File: src/rtl/led_clock_gen.sv
// LED clock generator: divides Clock_50 down to a selectable 0.5/1/2/4 Hz
// square wave, with debounced Pause and Step pushbuttons driving a
// RUN / PAUSED / STEP controller that can freeze or single-step the wave.
module led_clock_gen #(
  parameter int CLK_FREQ        = 50_000_000,
  parameter int DEBOUNCE_CYCLES = 1_000_000
) (
  input  logic       Clock_50,
  input  logic       Resetn,
  input  logic [1:0] Speed_sel,
  input  logic       Pause_btn,
  input  logic       Step_btn,
  output logic       Clock_1Hz,
  output logic       Tick,
  output logic       Running
);

  // Counter must hold CLK_FREQ-1, the longest half-period (0.5 Hz).
  localparam int CW = (CLK_FREQ > 1) ? $clog2(CLK_FREQ) : 1;
  localparam int DW = (DEBOUNCE_CYCLES > 1) ? $clog2(DEBOUNCE_CYCLES) : 1;

  // Terminal counts (half-period minus one) for each speed setting.
  localparam logic [CW-1:0] LAST_1HZ  = CW'(CLK_FREQ / 2 - 1);
  localparam logic [CW-1:0] LAST_2HZ  = CW'(CLK_FREQ / 4 - 1);
  localparam logic [CW-1:0] LAST_4HZ  = CW'(CLK_FREQ / 8 - 1);
  localparam logic [CW-1:0] LAST_05HZ = CW'(CLK_FREQ - 1);
  localparam logic [DW-1:0] DB_LAST   = DW'(DEBOUNCE_CYCLES - 1);

  typedef enum logic [1:0] {
    RUN    = 2'd0,
    PAUSED = 2'd1,
    STEP   = 2'd2
  } state_t;

  state_t            state;
  state_t            state_next;
  logic [CW-1:0]     count;
  logic [CW-1:0]     last;
  logic [1:0]        speed;
  logic              advance;
  logic              terminal;
  logic              rise;

  // Button path; index 0 is Pause, index 1 is Step.
  logic [1:0]         btn_raw;
  logic [1:0]         sync_a;
  logic [1:0]         sync_b;
  logic [1:0]         stable;
  logic [1:0][DW-1:0] db_cnt;
  logic [1:0]         press;
  logic               pause_ev;
  logic               step_ev;

  assign btn_raw  = {Step_btn, Pause_btn};
  assign pause_ev = press[0];
  assign step_ev  = press[1];

  // Select the terminal count from the speed latched at the last wrap.
  always_comb begin
    last = LAST_1HZ;
    case (speed)
      2'b00:   last = LAST_1HZ;
      2'b01:   last = LAST_2HZ;
      2'b10:   last = LAST_4HZ;
      default: last = LAST_05HZ;
    endcase
  end

  assign advance  = (state != PAUSED);
  assign terminal = advance && (count == last);
  assign rise     = terminal && !Clock_1Hz;

  // Half-period counter, square wave, tick pulse and speed latch.
  always_ff @(posedge Clock_50 or negedge Resetn) begin
    if (!Resetn) begin
      count     <= '0;
      Clock_1Hz <= 1'b0;
      Tick      <= 1'b0;
      speed     <= 2'b00;
    end else begin
      Tick <= rise;
      if (advance) begin
        if (terminal) begin
          count     <= '0;
          Clock_1Hz <= ~Clock_1Hz;
          // New speed only takes effect from the next half-period.
          speed     <= Speed_sel;
        end else begin
          count <= count + CW'(1);
        end
      end
    end
  end

  // Two-flop synchronizers, debouncers and press-event detection.
  always_ff @(posedge Clock_50 or negedge Resetn) begin
    if (!Resetn) begin
      sync_a <= 2'b11;
      sync_b <= 2'b11;
      stable <= 2'b11;
      db_cnt <= '0;
      press  <= 2'b00;
    end else begin
      sync_a <= btn_raw;
      sync_b <= sync_a;
      for (int i = 0; i < 2; i++) begin
        press[i] <= 1'b0;
        if (sync_b[i] == stable[i]) begin
          db_cnt[i] <= '0;
        end else if (db_cnt[i] == DB_LAST) begin
          // Enough consecutive differing samples: accept the new level.
          stable[i] <= sync_b[i];
          db_cnt[i] <= '0;
          press[i]  <= ~sync_b[i];
        end else begin
          db_cnt[i] <= db_cnt[i] + DW'(1);
        end
      end
    end
  end

  // Next-state rules; Pause always wins over Step and over step completion.
  always_comb begin
    state_next = state;
    case (state)
      RUN: begin
        if (pause_ev) state_next = PAUSED;
      end
      PAUSED: begin
        if (pause_ev)     state_next = RUN;
        else if (step_ev) state_next = STEP;
      end
      STEP: begin
        if (pause_ev)  state_next = RUN;
        else if (rise) state_next = PAUSED;
      end
      default: state_next = RUN;
    endcase
  end

  // Controller state with a registered Running flag.
  always_ff @(posedge Clock_50 or negedge Resetn) begin
    if (!Resetn) begin
      state   <= RUN;
      Running <= 1'b1;
    end else begin
      state   <= state_next;
      Running <= (state_next == RUN);
    end
  end

endmodule

File: config.mk
export PLATFORM = sky130hd
export DESIGN_NAME = led_clock_gen
export DESIGN_NICKNAME = d
export VERILOG_FILES = /design/src/rtl/led_clock_gen.sv
export SDC_FILE = /design/constraint.sdc
export NUM_CORES = 1
export LEC_CHECK = 0
export ABC_CLOCK_PERIOD_IN_PS = 2520
export CORE_MARGIN = 1
export CORE_UTILIZATION = 30
export CTS_CLUSTER_DIAMETER = 60
export CTS_CLUSTER_SIZE = 12
export DETAILED_ROUTE_END_ITERATION = 10
export SYNTH_ARGS = -nofsm -noshare
export SYNTH_HDL_FRONTEND = slang
export SYNTH_SLANG_ARGS = --single-unit
File: constraint.sdc
create_clock -name Clock_50 -period 2.52 [get_ports Clock_50]
set_clock_uncertainty 0.15 [all_clocks]
set_input_delay 0.504 -clock Clock_50 [delete_from_list [all_inputs] [get_ports Clock_50]]
set_output_delay 0.504 -clock Clock_50 [all_outputs]
set_load 0.02 [all_outputs]
Yosys cells after proc, flatten, opt, wreduce, memory -nomap -nowiden
Cells that the tools add are included.
- equal/unequal tests: 10
- bitwise gates (word level): 5
- shift operators: 0
- multipliers: 0
- reductions and logical operators: 9
- $lt $le $gt $ge: 0
- multiplexer cells: 16
- divide/modulo/power cells: 0
- add/sub/neg operators: 3
- operator list (operator ; count):
    2-to-1 mux 20 bit ; 4
    case mux 26 bit (3 select lines) ; 1
    adder 20 x 1 -> 20 bit (second input constant) ; 2
    == test 20 bit (second input constant) ; 2
    adder 26 x 1 -> 26 bit (second input constant) ; 1
    == test 26 bit ; 1
    2-to-1 mux 26 bit ; 1
    2-to-1 mux 2 bit ; 5
    logical NOT 2 bit ; 3
    case mux 2 bit (3 select lines) ; 1
    AND reduction 2 bit ; 3
    NOT 1 bit ; 5
    == test 2 x 1 -> 1 bit (second input constant) ; 2
    == test 2 bit (second input constant) ; 2
    2-to-1 mux 1 bit ; 4
    == test 1 bit ; 2
    logical AND 1 bit ; 2
    inequality test 2 x 1 -> 1 bit (second input constant) ; 1
    logical NOT 1 bit ; 1
- input bits: 6
- flip-flop bits (word level): 81
- RAM bits: 0
- memories kept: 0
- bits in latches: 0
- ROM bits: 0

Depth between registers and ports, before layout
- depth in word-level cells: 9
- mapped depth: 8
- mapped depth without buffers: 7

Least setup slack after synthesis
No wires, ideal clock.
- path type: reg2reg
- start point: register speed[0]
- end point: register speed[0]
- slack: -241 ps
- setup time: 127 ps
- stages on the path, launching flop included: 8
- arrival time: 2483 ps
- path buffers: 0
- required time: 2243 ps
- cell sequence: dfrtp_1 > inv_1 > ha_1 > or3b_1 > a2111oi_0 > nand4_1 > nor4_4 > mux2_1
- longest elaborated chain between the ends: 5
- elaborated cells on any way between the ends: 7
- classes of those cells: 3 x eq/ne; 1 x mux; 3 x reduce/logical
- RTL lines (item ; RTL line ; text):
    start: declaration ; 39 ; logic [1:0] speed;
    start signal: assignment ; 87 ; speed <= Speed_sel;
    == test 2 bit, or another cell as far along ; 61 ; case (speed)
    case mux 26 bit (3 select lines) * ; 61 ;
    == test 26 bit * ; 70 ; assign terminal = advance && (count == last);
    logical AND 1 bit * ; 70 ;
    AND reduction 2 bit (no source line) * ; -- ;
Mark *: on every way between the ends. The rest lies on a longest branch, timed or not.
A chain may end at the register's enable or synchronous reset.

Worst setup path in the final report
Ends and elaborated chain as after synthesis.

==> impl_metrics.toml <==
[floorplanning]
dieArea_mm2 = 0.01372
rows = 41
ioPinCount = 9
core-area_mm2 = 0.01277
initial_core_util = 0.3114
die_h_um = 117.1
die_x_um = 117.1

[global_routing]
use_met2 = 0.2122
grt_pass1_vias = 2815
met1_usage = 0.1587
grt_pass1_wl_um = 13520
grt_use_met3 = 0.03502
antenna_found_initial = 0
grt-busiest-layer = "met2"
grt.total_usage = 0.1283
grt_max_degree = 42
grt_overflow = 0

[setup_path]
cp.depth = 8
crit_path_max_incr_delay_ns = 0.42
reg2reg_to = "speed[0]$_DFFE_PN0P_"
ff2ff_path_depth = 8
timing.rr.start = "speed[0]$_DFFE_PN0P_"
cp.arrival_ns = 2.56
startpoint_type = "register"
critPathKind = "register to register"
critPathBufInv = 2
required_ns = 2.58
cp_cell_sequence = "inv_2 -> ha_4 -> or3b_4 -> a2111oi_2 -> nand4_1 -> nor4_4 -> buf_6 -> mux2_4"
cp_slowest_cell = "dfrtp_1"
path_delay_family = "simple AND/OR/NAND/NOR gates"
path_max_fanout = 4
cp-end-kind = "register"
r2r_setup_slack_ns = 0.02

[detailed_routing]
vias_per_cell = 4.731
firstDrtPassIters = 4
post_drt_wl_per_cell_um = 13.19
routed_wl_um = 7978
via_count = 2862
drt_iter0_markers = 192
ant_nets = 0
drc = 0

[synth]
synth_seq_area_share = 0.5118
synth_xor_area_frac = 0.1431
synth_area_leader_cell = "dfrtp_1"
syn_nets = 411
synth_edf_count = 0
yosys_most_used_dff = "dfrtp_1"
synth_seq_cells = 81
ys_warn_count = 0
synth.top_cell.area_share = 0.4656
synth_area_leaders = "dfrtp_1 47%, xor2_1 8.6%, nor2_1 7.5%"
synth_fa_ha_area_frac = 0.02831
synth_compound_area_frac = 0.02642
yosys.area_share.simple = 0.2627
synth_area_mm2 = 0.003978
postSynthCellCount = 396
muxShareOfSynthArea = 0.01384
synth_cell_types = 43
synth_top_family_by_area = "simple AND/OR/NAND/NOR gates"
async_reset_ff_frac = 1.000
avgSynthCellArea_um2 = 10.04

[sta]
finalCriticalPeriod_ns = 2.504
fin_ws_ns = 0.01595
fmax_ghz = 0.3994
fin_crit_sh = 0.9937
setup_tns_ns = 0
hold_viol = 0
rsz0062_at_grt = "yes"
tightest_slew_ns = 0.6105
setup_viol = 0
slew_headroom = 0.5899
finalMaxSlewViolations = 0

[power_and_ir_drop]
irDropWorstVdd_mv = 0.3202
leakage_nw = 2.109
powerDensity_mw_per_mm2 = 560.4

[cts]
cts_tree = "done"
clk_latency_ns = 0.33
clock_sinks = 81
cts_hold_buf = 0
clk_path_buf_depth = 2
clk_pin_slew_ns = 0.06
numCtsBuffers = 9
h-tree-depth = 3
ctsRootBufferMaster = "clkbuf_16"

[cells_and_area]
nets = 444
drive_above_1_share = 0.1386
antenna_cells = 0
utilization = 0.3755
syn2layout_area_growth_pct = 20.57
nFillCells = 1223

[placed_design]
port_buffers = 8
dpl.hpwl_um = 5344
gp_congestion = 0.8222
place_ws_ns = -0.08128

[job]
maxCapViolCount = 0

[outcome]
status = "finished clean"

[worst_hold_path]
hold_class = "primary input to asynchronous set/reset pin"
[layer usage]
layer | wire length, um | up-vias
met5 | 0 | -
met4 | 121 | 0
met3 | 197 | 10
met2 | 3922 | 43
met1 | 3736 | 1394
li1 | - | 1415
[report_power, final]
part,switching (mW),total [mW],internal [mW]
clock,0.487,1.30,0.812
combinational,0.0429,0.0637,0.0208
sequential,0.00978,1.32,1.31
total,0.540,2.69,2.15
[worst max path at each step]
stage                          from              endpoint
2_1_floorplan  speed[0]$_DFFE_PN0P_  speed[0]$_DFFE_PN0P_
3_5_place_dp   speed[1]$_DFFE_PN0P_    state[1]$_DFF_PN0_
3_3_place_gp   speed[1]$_DFFE_PN0P_  count[0]$_DFFE_PN0N_
4_1_cts        speed[0]$_DFFE_PN0P_  speed[1]$_DFFE_PN0P_
6_report       speed[0]$_DFFE_PN0P_  speed[0]$_DFFE_PN0P_
5_1_grt        speed[0]$_DFFE_PN0P_  speed[0]$_DFFE_PN0P_
[kinds of logic (layout without fill, tap and decap cells)]
| family | Yosys count | in the layout |
|---|---|---|
| AND/OR/NAND/NOR | 207 | 207 |
| multiplexers | 5 | 5 |
| AO/OA/AOI/OAI | 15 | 15 |
| buffers and inverters | 14 | 51 |
| adder cells (fa/ha/maj) | 9 | 9 |
| flip-flops | 81 | 81 |
| XOR/XNOR | 65 | 65 |
[cells in the mapped netlist, drive strengths merged, types with 2 or more instances]
cell	count
nor4	10
nand3	26
xnor2	26
nor2	79
nor3b	3
and2	2
and4	4
and3	13
o21ai	4
nor4b	3
nor3	7
nor2b	2
clkbuf	4
nand2	26
xor2	39
or3b	2
dfrtp	74
mux2	4
a2111oi	2
nand2b	6
ha	9
nand4	16
nand3b	3
dfstp	7
buf	2
inv	8
[flip-flops by register name (all words and copies together), names as in the netlist]
register,cells
sync_b,2
Running,1
count,26
stable,2
sync_a,2
db_cnt,40
press,2
state,2
Tick,1
Clock_1Hz,1
speed,2
[per-stage QoR]
step,total power [mW],instance area (um2),std cells,hold slack [ns]
after floorplan,1.368,3998,396,0.05841
after global placement,1.412,4405,587,0.1963
after detailed placement,1.414,4405,587,0.1982
after CTS,2.741,4763,605,0.02403
after global routing,2.805,4796,605,0.05201
final,2.688,4796,605,0.009292
[cell usage in the layout, fill, tap and decap left out, types with 3 or more instances in the layout]
master	count
xor2_1	39
and4_1	4
nand3_1	26
nand2b_1	6
clkbuf_16	9
nor2_1	79
buf_4	18
nor3b_1	3
dfrtp_1	74
nor4_1	8
nand2_1	26
nor3_1	7
and3_1	13
xnor2_1	26
inv_1	6
dfstp_2	7
nand4_1	16
clkdlybuf4s50_1	7
ha_1	8
nand3b_1	3
[area by class of cell]
| type | count | area (um2) | area share |
|---|---|---|---|
| Clock buffer | 12 | 256.5 | 0.05348 |
| Clock inverter | 3 | 40.04 | 0.008349 |
| Inverter | 8 | 30.03 | 0.006261 |
| Multi-Input combinational cell | 301 | 1962 | 0.4091 |
| Sequential cell | 81 | 2036 | 0.4245 |
| Tap cell | 172 | 215.2 | 0.04487 |
| Timing Repair Buffer | 28 | 256.5 | 0.05348 |
[repair_timing]
action	in CTS	in global routing
endpoints found under the setup margin	23	30
buffers inserted	3	0
gates cloned	0	0
gates resized for setup	10	7
pin swaps	7	3
No activity file was read; power rests on OpenSTA's default activity.
